==> config.mk <==
export PLATFORM = sky130hd
export DESIGN_NAME = id_stage_p
export DESIGN_NICKNAME = d
export VERILOG_FILES = /design/src/rtl/id_pkg.sv /design/src/rtl/reg_file_p.sv /design/src/rtl/id_stage_p.sv
export SDC_FILE = /design/constraint.sdc
export NUM_CORES = 1
export LEC_CHECK = 0
export BUFFER_PORTS_ARGS = -buffer_cell sky130_fd_sc_hd__buf_2
export CORE_MARGIN = 2
export CORE_UTILIZATION = 62
export CTS_CLUSTER_DIAMETER = 100
export CTS_CLUSTER_SIZE = 20
export DETAILED_ROUTE_END_ITERATION = 8
export PLACE_DENSITY = 0.85
export SLEW_MARGIN = 30
export SYNTH_ARGS = -nofsm -noshare
export SYNTH_HDL_FRONTEND = slang
export SYNTH_SLANG_ARGS = --single-unit
==> constraint.sdc <==
create_clock -name clk -period 2.4 [get_ports clk]
set_input_delay 0.48 -clock clk [delete_from_list [all_inputs] [get_ports clk]]
set_output_delay 0.48 -clock clk [all_outputs]
set_load 0.05 [all_outputs]
==> src/rtl/id_pkg.sv <==
// Shared widths, instruction field offsets and the ID/EX payload layout
// for the decode stage.
package id_pkg;

  localparam int unsigned XLEN    = 8;
  localparam int unsigned AW      = 3;
  localparam int unsigned INSTR_W = 8;
  localparam int unsigned IMM_W   = 3;

  localparam int unsigned RS1_LSB = 0;
  localparam int unsigned RD_LSB  = AW;
  localparam int unsigned IMM_LSB = 0;

  // ID/EX payload at the default widths
  typedef struct packed {
    logic            sign_extend_reg;
    logic            write_reg;
    logic [AW-1:0]   rs1;
    logic [AW-1:0]   rd;
    logic [XLEN-1:0] data1;
    logic [XLEN-1:0] data2;
    logic [XLEN-1:0] imm;
  } id_ex_t;

endpackage

==> src/rtl/reg_file_p.sv <==
// Register file with two combinational read ports, one synchronous write
// port, write-back bypass and optional hard-wired zero register.
module reg_file_p #(
  parameter int unsigned XLEN     = id_pkg::XLEN,
  parameter int unsigned AW       = id_pkg::AW,
  parameter int unsigned ZERO_REG = 1
) (
  input  logic            clk,
  input  logic            rst_n,
  input  logic            we_i,
  input  logic [AW-1:0]   waddr_i,
  input  logic [XLEN-1:0] wdata_i,
  input  logic [AW-1:0]   raddr1_i,
  input  logic [AW-1:0]   raddr2_i,
  output logic [XLEN-1:0] rdata1_o,
  output logic [XLEN-1:0] rdata2_o
);

  import id_pkg::*;

  localparam int unsigned NREG = 1 << AW;
  localparam logic        ZERO_EN = (ZERO_REG != 0);

  logic [XLEN-1:0] rf_q [NREG];
  logic            wr_en;

  assign wr_en = we_i && !(ZERO_EN && (waddr_i == '0));

  always_ff @(posedge clk or negedge rst_n) begin
    if (!rst_n) begin
      for (int i = 0; i < int'(NREG); i++) rf_q[i] <= '0;
    end else if (wr_en) begin
      rf_q[waddr_i] <= wdata_i;
    end
  end

  // Zero register wins over the bypass; bypass wins over the stored value
  always_comb begin
    rdata1_o = rf_q[raddr1_i];
    if (ZERO_EN && (raddr1_i == '0))          rdata1_o = '0;
    else if (we_i && (waddr_i == raddr1_i))   rdata1_o = wdata_i;
  end

  always_comb begin
    rdata2_o = rf_q[raddr2_i];
    if (ZERO_EN && (raddr2_i == '0))          rdata2_o = '0;
    else if (we_i && (waddr_i == raddr2_i))   rdata2_o = wdata_i;
  end

endmodule

==> src/rtl/id_stage_p.sv <==
// Instruction decode stage: field split, operand read with bypass,
// immediate extension and a valid/ready ID/EX register with flush.
module id_stage_p #(
  parameter int unsigned XLEN     = id_pkg::XLEN,
  parameter int unsigned INSTR_W  = id_pkg::INSTR_W,
  parameter int unsigned AW       = id_pkg::AW,
  parameter int unsigned IMM_W    = id_pkg::IMM_W,
  parameter int unsigned ZERO_REG = 1
) (
  input  logic               clk,
  input  logic               rst_n,
  input  logic               in_valid_i,
  output logic               in_ready_o,
  input  logic [INSTR_W-1:0] instruction_i,
  input  logic               sign_extend_reg_i,
  input  logic               write_reg_i,
  input  logic               flush_i,
  input  logic               wb_write_reg_i,
  input  logic [AW-1:0]      wb_rd_i,
  input  logic [XLEN-1:0]    wb_data_i,
  output logic               out_valid_o,
  input  logic               out_ready_i,
  output logic               out_sign_extend_reg_o,
  output logic               out_write_reg_o,
  output logic [AW-1:0]      out_rs1_o,
  output logic [AW-1:0]      out_rd_o,
  output logic [XLEN-1:0]    out_data1_o,
  output logic [XLEN-1:0]    out_data2_o,
  output logic [XLEN-1:0]    out_imm_o
);

  import id_pkg::*;

  // Same layout as id_pkg::id_ex_t, sized by this instance's parameters
  typedef struct packed {
    logic            sign_extend_reg;
    logic            write_reg;
    logic [AW-1:0]   rs1;
    logic [AW-1:0]   rd;
    logic [XLEN-1:0] data1;
    logic [XLEN-1:0] data2;
    logic [XLEN-1:0] imm;
  } payload_t;

  logic [AW-1:0]    rs1;
  logic [AW-1:0]    rd;
  logic [IMM_W-1:0] imm;
  logic [XLEN-1:0]  imm_ext;
  logic [XLEN-1:0]  rdata1;
  logic [XLEN-1:0]  rdata2;
  payload_t         dec;
  payload_t         pay_q, pay_d;
  logic             valid_q, valid_d;
  logic             capture;
  logic             consume;

  assign rs1 = instruction_i[RS1_LSB +: AW];
  assign rd  = instruction_i[AW +: AW];
  assign imm = instruction_i[IMM_LSB +: IMM_W];

  generate
    if (INSTR_W > 2 * AW) begin : g_hi_bits
      logic unused_hi;
      assign unused_hi = ^instruction_i[INSTR_W-1:2*AW];
    end
  endgenerate

  reg_file_p #(
    .XLEN     (XLEN),
    .AW       (AW),
    .ZERO_REG (ZERO_REG)
  ) u_rf (
    .clk      (clk),
    .rst_n    (rst_n),
    .we_i     (wb_write_reg_i),
    .waddr_i  (wb_rd_i),
    .wdata_i  (wb_data_i),
    .raddr1_i (rs1),
    .raddr2_i (rd),
    .rdata1_o (rdata1),
    .rdata2_o (rdata2)
  );

  assign imm_ext = sign_extend_reg_i ? {{(XLEN-IMM_W){imm[IMM_W-1]}}, imm}
                                     : {{(XLEN-IMM_W){1'b0}}, imm};

  always_comb begin
    dec                 = '0;
    dec.sign_extend_reg = sign_extend_reg_i;
    dec.write_reg       = write_reg_i;
    dec.rs1             = rs1;
    dec.rd              = rd;
    dec.data1           = rdata1;
    dec.data2           = rdata2;
    dec.imm             = imm_ext;
  end

  assign in_ready_o = !valid_q || out_ready_i;
  assign capture    = in_valid_i && in_ready_o;
  assign consume    = valid_q && out_ready_i;

  always_ff @(posedge clk or negedge rst_n) begin
    if (!rst_n) begin
      valid_q <= 1'b0;
      pay_q   <= '0;
    end else begin
      valid_q <= valid_d;
      pay_q   <= pay_d;
    end
  end

  // Flush beats capture; payload is left untouched on flush
  always_comb begin
    valid_d = valid_q;
    pay_d   = pay_q;
    if (flush_i) begin
      valid_d = 1'b0;
    end else if (capture) begin
      valid_d = 1'b1;
      pay_d   = dec;
    end else if (consume) begin
      valid_d = 1'b0;
    end
  end

  assign out_valid_o           = valid_q;
  assign out_sign_extend_reg_o = pay_q.sign_extend_reg;
  assign out_write_reg_o       = pay_q.write_reg;
  assign out_rs1_o             = pay_q.rs1;
  assign out_rd_o              = pay_q.rd;
  assign out_data1_o           = pay_q.data1;
  assign out_data2_o           = pay_q.data2;
  assign out_imm_o             = pay_q.imm;

endmodule

# Word-level counts from Yosys, hierarchy flattened

Index checks and enable logic that the tools add are counted.

Register bits after elaboration: 97

$lt $le $gt $ge: 4
Equal/unequal tests: 2
Mux-type cells: 17
Bitwise logic cells: 4
Reduce and logical (&&, ||, !) cells: 14

Operators by type and width:

| cell                                                                  | count |
|---|---|
| 8-bit two-way mux                                                     | 10 |
| 64-bit bitwise mux                                                    | 1 |
| 8-bit binary-select mux with 3-bit select                             | 2 |
| 8-bit demux with 3-bit select                                         | 1 |
| 4-bit greater-or-equal comparator (second input constant)             | 3 |
| 3-bit NOT with 4-bit output                                           | 3 |
| 3-bit zero test                                                       | 3 |
| 3-bit == test                                                         | 2 |
| 1-bit logical AND                                                     | 6 |
| 4-bit by 1-bit < comparator with 1-bit output (second input constant) | 1 |
| 1-bit two-way mux                                                     | 3 |
| 3-bit nonzero test                                                    | 1 |
| 1-bit zero test                                                       | 2 |
| 2-bit AND reduction                                                   | 1 |
| 1-bit logical OR                                                      | 1 |
| 1-bit NOT                                                             | 1 |

# Depth between registers and ports, before layout

Gate-level depths: netlist of run 1.

Depth after elaboration: 6
Gate-level depth with buffers: 7

# Modules after synthesis

Synthesis of run 1 repeated with hierarchy kept, for this count alone.

Cell total of the unflattened synthesis: 311
Area, all modules: 4774.6 sq um

Modules (own cells, without submodules):

| module     | times used | cells an instance | area each (sq um) |
|---|---|---|---|
| reg_file_p | 1          | 244               | 3717.3 |
| id_stage_p | 1          | 67                | 1057.3 |

# Worst setup path after synthesis of run 1

OpenSTA, ideal clock, no wires.

Path kind: register to register
Start: register valid_q (netlist: out_valid_o)
End: register pay_q (netlist bit out_data2_o[0])
Library setup time: 0.091 ns
Data arrival time: 1.820 ns
Slack: 0.489 ns
Stages on the path, launching flop included: 7
Path buffers: 1
Cells stage by stage: dfrtp_1 > nor2b_4 > inv_2 > nand3b_2 > or3_1 > buf_2 > o221ai_1

Cells in the longest elaborated chain, start to end: 4

RTL lines:

| what                                 | RTL line          | text |
|---|---|---|
| start: declaration                   | id_stage_p.sv:53  | `logic valid_q, valid_d;` |
| start signal: assignment             | id_stage_p.sv:107 | `valid_q <= valid_d;` |
| 1-bit zero test                      | id_stage_p.sv:98  | `assign in_ready_o = !valid_q \|\| out_ready_i;` |
| 1-bit logical OR                     | id_stage_p.sv:98  |  |
| via in_ready_o                       | id_stage_p.sv:13  | `output logic in_ready_o,` |
| 1-bit logical AND                    | id_stage_p.sv:99  | `assign capture = in_valid_i && in_ready_o;` |
| 2-bit AND reduction (no source line) | n/a               |  |
| end signal: assignment               | id_stage_p.sv:108 | `pay_q <= pay_d;` |
| end: declaration                     | id_stage_p.sv:52  | `payload_t pay_q, pay_d;` |

The timed path passes the listed nets, and every way through them passes these cells.
A chain may end at the register's enable or synchronous reset.

# Worst setup path after layout of run 1

Start: register valid_q (netlist: out_valid_o)
End: register pay_q (netlist bit out_data2_o[0])

Cells in the longest elaborated chain, start to end: 4

RTL lines:

| what                                 | RTL line |
|---|---|
| 1-bit zero test                      | id_stage_p.sv:98 |
| 1-bit logical OR                     | id_stage_p.sv:98 |
| 1-bit logical AND                    | id_stage_p.sv:99 |
| 2-bit AND reduction (no source line) | n/a |

No other way between the ends.

==> results of run 1 <==
## cell type report
class / count / area, sq um
well taps: 99 / 124
flip-flops and latches: 90 / 2250
repair buffers: 79 / 463
clock buffers: 11 / 151
multi-input cells: 224 / 1990
clock inverters: 5 / 62.6
fillers: 501 / 2060
inverters: 10 / 37.5
## per-stage QoR
step	cells	setup WS [ns]	hold slack (ns)	power (mW)
5_1_grt	518	0.483	0.0728	4.51
4_1_cts	518	0.573	0.0524	4.33
6_report	518	0.556	0.0428	4.31
2_1_floorplan	363	0.489	0.184	2.92
3_5_place_dp	502	0.336	0.387	3.24
3_3_place_gp	502	0.396	0.378	3.17
## report_power, final
| part | total [mW] | internal (mW) | switching, mW |
|---|---|---|---|
| logic | 1.22 | 0.471 | 0.753 |
| clock network | 1.09 | 0.542 | 0.551 |
| registers | 2.00 | 1.80 | 0.201 |
| total | 4.31 | 2.81 | 1.51 |
## registers in the layout (all words and copies together) (netlist names)
register	count
out_sign_extend_reg_o	1
out_data2_o	8
out_write_reg_o	1
out_rd_o	3
out_rs1_o	2
out_data1_o	8
u_rf.rf_q	64
out_valid_o	1
out_imm_o	2
## cells in the mapped netlist
cell type   n  share of area (%)
a211o_1     1               0.19
a41oi_1     1               0.19
buf_2      12                1.3
buf_4       9                1.5
buf_6       4                1.0
clkbuf_1   13                1.1
clkbuf_2    1               0.11
dfrtp_1    90                 50
inv_1       9               0.75
inv_2       1              0.083
mux2_2     24                6.0
mux2i_1    16                3.6
mux4_1      2                1.2
mux4_2     30                 15
nand2_1    76                6.3
nand3_1     2               0.22
nand3b_1    1               0.17
nand3b_2    1               0.25
nand4_1     3               0.42
nand4b_1    1               0.19
nor2_1      2               0.17
nor2_2      1               0.14
nor2b_4     1               0.31
nor3_1      1               0.11
nor3_2      1               0.22
nor3b_2     1               0.28
nor4b_4     1               0.53
nor4bb_1    1               0.22
o21ai_0    32                3.6
o221ai_1   16                3.1
o221ai_2    1               0.33
or3_1       3               0.42
xnor2_1     5               0.97
## layer usage
layer / up-vias / wire, um
met2: 175 / 5390
met4: 0 / 432
met3: 44 / 870
met5: - / 0
met1: 1679 / 4080
li1: 1408 / -
## how the worst min path moves through the flow
stage | start | cells past startpoint | to | slack, ns
floorplan | rst_n | 0 | out_data1_o[0] | 0.18
global placement | u_rf.rf_q[61] | 0 | u_rf.rf_q[61] | 0.38
detailed placement | u_rf.rf_q[62] | 0 | u_rf.rf_q[62] | 0.39
CTS | rst_n | 1 | out_write_reg_o | 0.05
global route | rst_n | 1 | out_data2_o[1] | 0.07
finish | rst_n | 1 | out_data2_o[1] | 0.04
## cells by family (layout without fill, tap and decap cells)
kind of cell           Yosys count  count (layout)
multiplexers                    72              72
flip-flops                      90              90
buffers and inverters           49             105
AND/OR/NAND/NOR                 96              96
AO/OA/AOI/OAI                   51              51
XOR/XNOR                         5               5
==> run summary, run 1 <==
After global routing, the most crowded layer is met2. The pre-antenna-repair detailed-routing pass consisted of 5 iterations. Gates resized during post-CTS repair numbered 0. The count of routing violations after the opening detailed-route iteration is 275.

The post-CTS setup buffer count came out at 0. The final design area excluding fillers is 0.00508 sq mm. The number of slew-limit violations in the final report came out at 0. The instance count of the mapped netlist came out at 363. The initial antenna violation count is 0. In this run the worst setup path begins at out_valid_o.

Grouping stages by cell kind, the critical path spends the most delay in simple AND/OR/NAND/NOR gates. The number of vias after detailed routing came out at 3306. Clock-pin slew was measured on the worst setup and hold paths at 0.09 ns.

The insertion delay to the later sink of the worst-skew pair is 0.37 ns. The buffer depth of the longest clock path came out at 2. The number of failing hold endpoints at the final stage is 0.

Setup repair after global routing left no endpoint under its margin. The routability congestion estimate from global placement is 0.810. The first-pass GRT wire length came out at 16600 um. The core utilization of the finished layout came out at 71.2%.

The unique cell type count in the Yosys netlist is 33. Measured along the y axis, the die boundary spans 89.2 um. The most frequent standard cell in the layout excluding fill and tap cells is dfrtp_1.

The overall track demand over capacity in global routing is 28.9%. Following the worst setup path forward leads to its endpoint at out_data2_o[0]. The final layout contains 441 nets. The type of the worst min-delay path is in2async.

The count of warnings emitted by yosys came out at 0. The wire length reported by the detailed router is 10800 um. The depth of the critical timing path with buffers and inverters included came out at 5. The final critical path takes up 76.8% of the cycle. Based on the critical path, the design can be clocked at up to 542 MHz.

The adder-cell area share of the yosys netlist came out at 0%. The number of hold buffers added after CTS is 0. Setup violations remaining at the end of the flow were counted as 0. The number of nets with antenna violations after detailed routing is 0. The post-synthesis compound-gate area fraction came out at 7.40%. The largest family of logic cells by synthesized area is multiplexers. The met3 capacity usage during global routing is 7.57%. The average footprint of a synthesized cell is 12.4 sq um. In the global route stage, met2 resource usage came out at 45.7%. In this run the cell area measured after placement is 0.00487 sq mm.

Entering global routing, the biggest net connects 59 pins. The signal on the critical path passes through nor2b_4 -> inv_2 -> nand3b_2 -> or3_1 -> o221ai_1. The average via count per standard cell came out at 6.38. The startpoint identified for the worst register-to-register timing path is out_valid_o. Leaving out fill and tap cells, the most frequent cells in the layout are dfrtp_1, nand2_1, buf_2. The maximum net fanout on the critical path is 9.

Between clock sinks in the finished design, the worst skew comes to 0.0128 ns. The type of origin of the critical path is a flop. The maximum VDD drop is 0.550 mV. In this run the tightest slew margin relative to its limit is 59.6%. The shortest clock period the worst path allows after layout came out at 1.84 ns. The die covers 0.00796 sq mm. The worst register-to-register path has a depth of 5.

The portion of synthesized area spent on multiplexers is 25.7%. The number of maximum-capacitance violations is 0. The TritonCTS clock tree is done.

The horizontal extent of the die came out at 89.2 um. The fraction of final layout cells sized beyond drive strength 1 is 37.7%. The endpoint identified for the worst register-to-register timing path is out_data2_o[0]. The number of levels the H-tree was split into is 3. The part of the Yosys area used for sequential elements came out at 50.0%. The run finished with clean final reports. For the pin with the worst max-slew slack, the measured transition is 0.606 ns. The via count of the first global-routing pass was 3280. The sum of buffers and inverters on the critical path is 1. The data required time at the worst endpoint came out at 2.66 ns. The kind of critical path is reg2reg.

The root buffer cell chosen for the clock tree is clkbuf_8. Compared with the post-synthesis result, the final layout area differs by 12.9%. Data on the critical path arrives at its endpoint at 2.10 ns.

The antenna diode count came out at 0. The residual overflow from global routing came out at 0. After detailed routing, the number of remaining DRC violations is 0.

In this run the count of I/O pins placed on the die edge is 61. The longest individual stage delay on the worst path came out at 0.67 ns. The worst setup path is captured at a flop. The synthesis-stage register bit count came out at 90. The cell at the slowest stage of the critical path is or3_1.

The number of I/O port buffers is 58. The synthesized netlist devotes 9.98% of its cell area to simple gates. In this run the power density over the cells is 849 mW/mm^2. The post-DP HPWL came out at 7400 um. For this design the static power due to leakage is 2.38 nW. The net count of the mapped netlist is 390. The slack of the worst reg-to-reg path came out at 0.56 ns. The total negative slack for setup checks came out at 0 ns. Summing the areas of all xor and xnor instances in the mapped netlist gives 0.973% of the synthesized area. CTS saw 90 sinks. The floorplan has 31 rows. The core area came out at 0.00714 sq mm. The area of the mapped netlist came out at 0.00450 sq mm. Once the floorplan was initialized, standard cells occupied 63.1% of the core. The met1 routing resource usage after global routing came out at 36.9%. The CTS buffer count came out at 9. The detailed-route wire length per cell came out at 20.8 um.
Power figures use the tool's default switching activity.
==> inputs of run 2 (changes only) <==
--- a/config.mk
+++ b/config.mk
@@ -7,11 +7,11 @@
 export LEC_CHECK = 0
 export BUFFER_PORTS_ARGS = -buffer_cell sky130_fd_sc_hd__buf_2
 export CORE_MARGIN = 2
-export CORE_UTILIZATION = 62
+export CORE_UTILIZATION = 52
 export CTS_CLUSTER_DIAMETER = 100
 export CTS_CLUSTER_SIZE = 20
 export DETAILED_ROUTE_END_ITERATION = 8
-export PLACE_DENSITY = 0.85
+export PLACE_DENSITY = 0.76
 export SLEW_MARGIN = 30
 export SYNTH_ARGS = -nofsm -noshare
 export SYNTH_HDL_FRONTEND = slang
==> constraint.sdc (replaced) <==
create_clock -name clk -period 1.51 [get_ports clk]
set_input_delay 0.302 -clock clk [delete_from_list [all_inputs] [get_ports clk]]
set_output_delay 0.302 -clock clk [all_outputs]
set_load 0.05 [all_outputs]
==> run 2 against run 1 <==
  * The flow now finishes with violations (negative setup slack)
  * Combinational power rose by 74%
  * Register-to-register slack got worse by 0.67 ns
  * Clock power grew 31%
  * First-iteration DRC count is 44% lower
  * Maximum frequency increased by 14%
  * Total power rose by 56%
  * Routed wire length up 1.6%
  * Worst setup slack got worse by 0.67 ns
  * Via count fell by 1.2%
  * Sequential cell count unchanged
  * Worst hold slack better by 0.080 ns
  * Utilization shrank 5.7 points
  * Largest cell class unchanged
  * Highest routed layer unchanged
==> run summary, run 2 (synthesized netlist as in run 1, its figures left out) <==
Along the worst hold path, the cell count comes to 3. The power per cell area is 1240 mW/mm^2. The number of vias after detailed routing came out at 3267.

After the last flow step, the layout net total stands at 467. The first global-routing pass estimated 17600 um of wire. The wire length reported by the detailed router came out at 10900 um. The portion of total power attributed to combinational logic came out at 31.5%. The clock network burns 21.3% of the power.

The routability congestion estimate from global placement is 0.792. The detailed-route wire length per cell is 20.0 um. The number of clock sinks seen by CTS is 90. Counting flops per register, the top entry is u_rf.rf_q. The critical path in this run is classified as reg2reg. Setup violations remaining at the end of the flow were counted as 13. The clock transition at the registers of the reported paths came out at 0.08 ns. The maximum VDD drop came out at 0.713 mV.

The initial antenna violation count is 0. The die covers 0.00941 sq mm. The antenna diode count came out at 0. Of the total power, the share spent switching nets is 35.6%.

The via count of the first global-routing pass was 3368. The flip-flop count of the largest register, all copies and words added is 64. The number of I/O port buffers came out at 58. The fraction of final layout cells sized beyond drive strength 1 came out at 44.7%. The checks that failed: negative setup slack. The startpoint identified for the worst hold timing path is write_reg_i. The number of levels the H-tree was split into is 3.

The type of origin of the critical path is a flop. The number of slew-limit violations in the final report came out at 0. The horizontal extent of the die is 97.0 um. The CTS buffer count is 9.

The internal power of the cells is 4.33 mW. The final critical-path setup slack is -0.111 ns. The endpoint of the worst-slack reg-to-reg timing path is out_data2_o[2]. The power dissipated by switching net loads is 2.39 mW. The type of the worst min-delay path is in2reg.

Once the clock tree was built, the setup fixing pass inserted 0 buffers. The share of the cycle needed by the critical path after routing is 107%. The buffer depth of the longest clock path came out at 2. The number of failing hold endpoints at the final stage came out at 0. The post-DP HPWL came out at 7710 um. Data on the critical path arrives at its endpoint at 1.90 ns. The core utilization of the finished layout is 65.5%.

The final hold slack is 0.122 ns. The maximum clock skew at final layout came out at 0.00618 ns. The maximum achievable frequency is 617 MHz. The largest net degree at the start of global routing is 27. The top cell types in the final layout, fill and taps aside, are dfrtp_1, nand2_1, buf_2. The count of routing violations after the opening detailed-route iteration came out at 154. The initial cell density of the core is 54.2%. The number of nets with antenna violations after detailed routing is 0. The residual overflow from global routing came out at 0. The shortest clock period the worst path allows after layout came out at 1.62 ns. The number of placement rows is 33. STA puts the critical path data required time at 1.79 ns. The slew of the pin with the lowest slew margin came out at 0.392 ns. Compared with the post-synthesis result, the final layout area differs by 20.8%. The number of maximum-capacitance violations is 0. The worst register-to-register path begins at out_valid_o. The number of design rule violations left after detail routing came out at 0.

Setup repair after global routing could not meet its margin everywhere. The count of pins on the block boundary came out at 61. The maximum net fanout on the critical path came out at 5. The TritonCTS clock tree is done. Measured in cells, the most critical reg-to-reg path has a length of 6. The clock root buffer is clkbuf_8. Measured against its own limit, the worst slew margin works out to 73.5%.

The average via count per standard cell is 5.96. The relative contribution of sequential cells to total power came out at 47.2%. Global routing used 24.5% of the available tracks across all layers.

The first detailed-routing pass ran for 5 iterations. The height of the die is 97.0 um. The path with the worst hold slack has its endpoint at out_write_reg_o. For this design the static power due to leakage is 2.53 nW.

The insertion delay to the later sink of the worst-skew pair is 0.36 ns. The capturing element type of the critical path is a flop. The core area came out at 0.00830 sq mm.

The flow ran to the end, but the final reports show violations. Across all register-to-register paths, the minimum setup slack is -0.11 ns. The most frequent standard cell in the layout excluding fill and tap cells is dfrtp_1.
## run 2: timing repair
| item | 4_1_cts | 5_1_grt |
|---|---|---|
| resized for setup | 22 | 3 |
| endpoints found under the hold margin | 18 | 0 |
| hold buffers | 1 | 0 |
| pin swaps | 18 | 2 |
| endpoints found under the setup margin | 17 | 16 |
## run 2: how the worst max path moves through the flow
stage                      from  slack, ns             end
finish              out_valid_o      -0.11  out_data2_o[2]
global placement     wb_rd_i[2]      -0.14   u_rf.rf_q[49]
CTS                 out_valid_o       -0.1  out_data2_o[5]
detailed placement  out_valid_o      -0.20  out_data2_o[3]
floorplan           out_valid_o      -0.10  out_data2_o[0]
global route        out_valid_o      -0.09  out_data2_o[2]
## run 2: power by group through the flow
| stage | Combinational, mW | Sequential (mW) | Clock [mW] |
|---|---|---|---|
| CTS | 2.11 | 3.16 | 1.46 |
| detailed placement | 2.01 | 3.21 | 0 |
| finish | 2.12 | 3.17 | 1.43 |
| global placement | 1.95 | 3.17 | 0 |
| global route | 2.26 | 3.23 | 1.54 |
| floorplan | 1.02 | 3.63 | 0 |
## run 2: stage by stage
| step | instance area, sq um | cells | setup WS [ns] | setup TNS (ns) | total power, mW |
|---|---|---|---|---|---|
| floorplan | 4520 | 363 | -0.103 | -0.820 | 4.64 |
| global placement | 5130 | 533 | -0.144 | -3.08 | 5.13 |
| detailed placement | 5130 | 533 | -0.201 | -4.25 | 5.22 |
| CTS | 5420 | 548 | -0.0971 | -0.709 | 6.73 |
| global route | 5440 | 548 | -0.0946 | -0.840 | 7.03 |
| finish | 5440 | 548 | -0.111 | -0.718 | 6.72 |
## run 2: critical path, cell delays in order (launching register included)
cell and delay [ns]:
dfrtp_2 0.40, nor2b_4 0.14, buf_6 0.12, nor3b_4 0.30
nand3b_1 0.23, buf_6 0.21, o221ai_4 0.14
## run 2: layer usage
| metal | vias to the layer above | track usage (%) | share of wire, % |
|---|---|---|---|
| li1 | 1461 | - | - |
| met1 | 1629 | 31.7 | 40 |
| met2 | 147 | 40.4 | 50 |
| met3 | 30 | 5.49 | 7.2 |
| met4 | 0 | 9.97 | 2.8 |
| met5 | - | 0 | 0 |
## run 2: final cells by class
cell class | count | area [sq um]
Timing Repair Buffer | 105 | 732
Clock inverter | 3 | 17.5
Inverter | 10 | 42.5
Fill cell | 616 | 2860
Clock buffer | 11 | 141
Multi-Input combinational cell | 224 | 2120
Sequential cell | 90 | 2250
Tap cell | 105 | 131
==> inputs of run 3 (changes only) <==
--- a/config.mk
+++ b/config.mk
@@ -11,7 +11,9 @@
 export CTS_CLUSTER_DIAMETER = 100
 export CTS_CLUSTER_SIZE = 20
 export DETAILED_ROUTE_END_ITERATION = 8
+export GPL_ROUTABILITY_DRIVEN = 0
 export PLACE_DENSITY = 0.76
+export RECOVER_POWER = 25
 export SLEW_MARGIN = 30
 export SYNTH_ARGS = -nofsm -noshare
 export SYNTH_HDL_FRONTEND = slang
==> run 3 against run 2 <==
  * The run still ends with negative setup slack left
  * Routed wire length is 0.22% higher
  * Clock-buffer cell count stayed put
  * Utilization is 0.32 points lower
  * First-iteration DRC count is 0.65% lower
  * Cell area is 0.48% lower
  * Cell count stayed put
  * Total power is 0.16% lower
  * Maximum frequency is 0.64% higher
  * Largest power group unchanged
  * Highest routed layer unchanged
==> run summary, run 3 (synthesized netlist as in run 1, its figures left out) <==
Dividing the detail-routed wire length by the instance count gives 20.0 um. The number of nets with antenna violations after detailed routing is 0. The critical path starts at out_valid_o. The register with the most flip-flops in the layout has 64 of them. The maximum achievable frequency came out at 621 MHz. The number of failing hold endpoints at the final stage is 0.

The number of placement rows is 33. The kind of critical path is reg2reg. In the final layout, the multi-input gates occupy 0.00212 sq mm. The final reports fail on negative setup slack. The power per cell area came out at 1240 mW/mm^2. In this run the critical register-to-register path is captured at out_data2_o[2]. The number of vias after detailed routing is 3271.

Traced cell by cell, the critical path runs through nor2b_4 -> buf_6 -> nor3b_4 -> nand3b_1 -> buf_6 -> o221ai_4. The total chip power came out at 6.71 mW. The number of maximum-capacitance violations came out at 0. The wire-length estimate of the detail-placed layout is 7710 um. The longest individual stage delay on the worst path is 0.40 ns. In this design, the critical path's most frequently occurring cell is buf_6.

Leaving out fill and tap cells, the most frequent cell in the layout is dfrtp_1. The average via count per standard cell is 5.97. Across the routed clock network, the largest skew measured is 0.00643 ns.

Together, buffers and inverters on the worst path number 2. The first-pass GRT wire length came out at 17600 um. The die area came out at 0.00941 sq mm. The overall track demand over capacity in global routing came out at 24.5%. The sequential cells in the finished layout cover a total of 0.00225 sq mm. The maximum VDD drop came out at 0.716 mV. The cell sitting at the root of the clock tree is a clkbuf_8. The shortest clock period the worst path allows after layout is 1.61 ns. The final setup violation count came out at 12. For the pin with the worst max-slew slack, the measured transition is 0.832 ns.

After layout, the worst path uses 107% of the clock period. The core area came out at 0.00830 sq mm. u_rf.rf_q holds more flip-flops than any other register.

The floorplan step set the die height to 97.0 um. The worst hold path belongs to the class in2reg. The critical path ends at out_data2_o[2]. The clock transition at the registers of the reported paths came out at 0.08 ns.

Setup repair after global routing could not meet its margin everywhere. The library cells used most frequently in the layout, excluding fill and tap cells, are dfrtp_1, nand2_1, buf_2. The maximum net fanout on the critical path is 5. The number of clock buffers added by TritonCTS is 9.

The depth of the critical timing path with buffers and inverters included came out at 6. The TritonCTS clock tree is done. The startpoint of the lowest-slack register-to-register path is out_valid_o.

The final critical-path setup slack came out at -0.101 ns. The antenna diode count came out at 0. The post-route netlist has 44.0% of its cells at a drive strength greater than 1. The horizontal extent of the die came out at 97.0 um. The initial antenna violation count is 0. The count of routing violations after the opening detailed-route iteration came out at 153. For this design, the slowest cell found on the critical path is dfrtp_2. The final net count is 467.

The count of pins on the block boundary came out at 61. In this design, the largest share of critical-path delay is due to simple AND/OR/NAND/NOR gates. The synthesis-to-finish area growth is 20.2%.

In this run the deepest clock path goes through 2 buffers. The worst setup path is launched from a flop. The post-CTS setup buffer count is 0.

The detailed-routing iteration count for the pre-antenna-repair pass is 4. The wire length reported by the detailed router is 11000 um. The number of slew-limit violations in the final report came out at 0. The filler cells instantiated in the layout total 623. The worst setup path is captured at a flop. The initial cell density of the core is 54.2%. CTS saw 90 sinks. The insertion delay to the later sink of the worst-skew pair came out at 0.37 ns. The worst pin sits at a relative slew slack of 44.5%. Final hold analysis gives a worst-case slack of 0.121 ns. The data arrival time of the worst path came out at 1.89 ns. The residual overflow from global routing is 0. The slack of the worst reg-to-reg path is -0.10 ns.

Measured in cells, the most critical reg-to-reg path has a length of 6. The worst setup slack after placement is -0.201 ns. The total leakage power came out at 2.51 nW. Entering global routing, the biggest net connects 27 pins.

The flow ran to the end, but the final reports show violations. The data required time at the worst endpoint came out at 1.79 ns. The via count of the first global-routing pass came out at 3368. The number of design rule violations left after detail routing is 0. The number of levels the H-tree was split into came out at 3. During placement, the flow inserted port buffers numbering 58.
==> run 3: cell count changes in the layout (fill, tap and decap cells not counted) <==
cell	delta
buf_12	-1
buf_2	-1
buf_4	-4
clkbuf_1	+3
clkbuf_2	+2
clkbuf_4	+1
==> run 3: power by group <==
group / switching [mW] / internal, mW
registers: 0.315 / 2.85
clock network: 0.809 / 0.620
logic: 1.26 / 0.845
==> run 3: worst min-delay path by stage <==
stage | startpoint | endpoint | slack, ns | cells after the start
floorplan | rst_n | out_data1_o[0] | 0.006 | 0
global placement | rst_n | u_rf.rf_q[11] | 0.22 | 1
detailed placement | rst_n | u_rf.rf_q[11] | 0.22 | 1
CTS | write_reg_i | out_write_reg_o | 0.11 | 3
global route | write_reg_i | out_write_reg_o | 0.12 | 3
finish | write_reg_i | out_write_reg_o | 0.12 | 3
==> run 3: tightest hold or removal path: cells and delay by family <==
| kind | cells | cell delay [ns] |
|---|---|---|
| AND/OR/NAND/NOR | 2 | 0.08 |
| buffers and inverters | 1 | 0.08 |
==> run 3: area by class of cell <==
type / count / area share [%]
inverters: 10 / 0.786
repair buffers: 105 / 13.0
flip-flops and latches: 90 / 41.7
multi-input cells: 224 / 39.2
well taps: 105 / 2.43
clock inverters: 3 / 0.324
clock buffers: 11 / 2.61
==> run 3: what timing repair did <==
item / in CTS / in global routing
hold buffers: 1 / 0
gates resized for setup: 22 / 3
endpoints found under the setup margin: 17 / 16
hold endpoints to repair: 18 / 0
pin swaps: 18 / 2
==> run 3: metal layers <==
| metal | part of all wire [%] | routed length [um] | vias up | GRT usage, % |
|---|---|---|---|---|
| li1 | - | - | 1459 | - |
| met1 | 41 | 4460 | 1638 | 31.7 |
| met2 | 50 | 5450 | 146 | 40.4 |
| met3 | 7.2 | 787 | 28 | 5.49 |
| met4 | 2.5 | 270 | 0 | 9.97 |
| met5 | 0 | 0 | - | 0 |
==> run 3: stage by stage <==
step / util [%] / std cells / instance area, sq um / TNS [ns]
6_report: 65.2 / 548 / 5410 / -0.625
5_1_grt: 65.2 / 548 / 5410 / -0.840
4_1_cts: 65.3 / 548 / 5420 / -0.709
3_5_place_dp: 61.8 / 533 / 5130 / -4.25
3_3_place_gp: 61.8 / 533 / 5130 / -3.08
2_1_floorplan: - / 363 / 4520 / -0.820
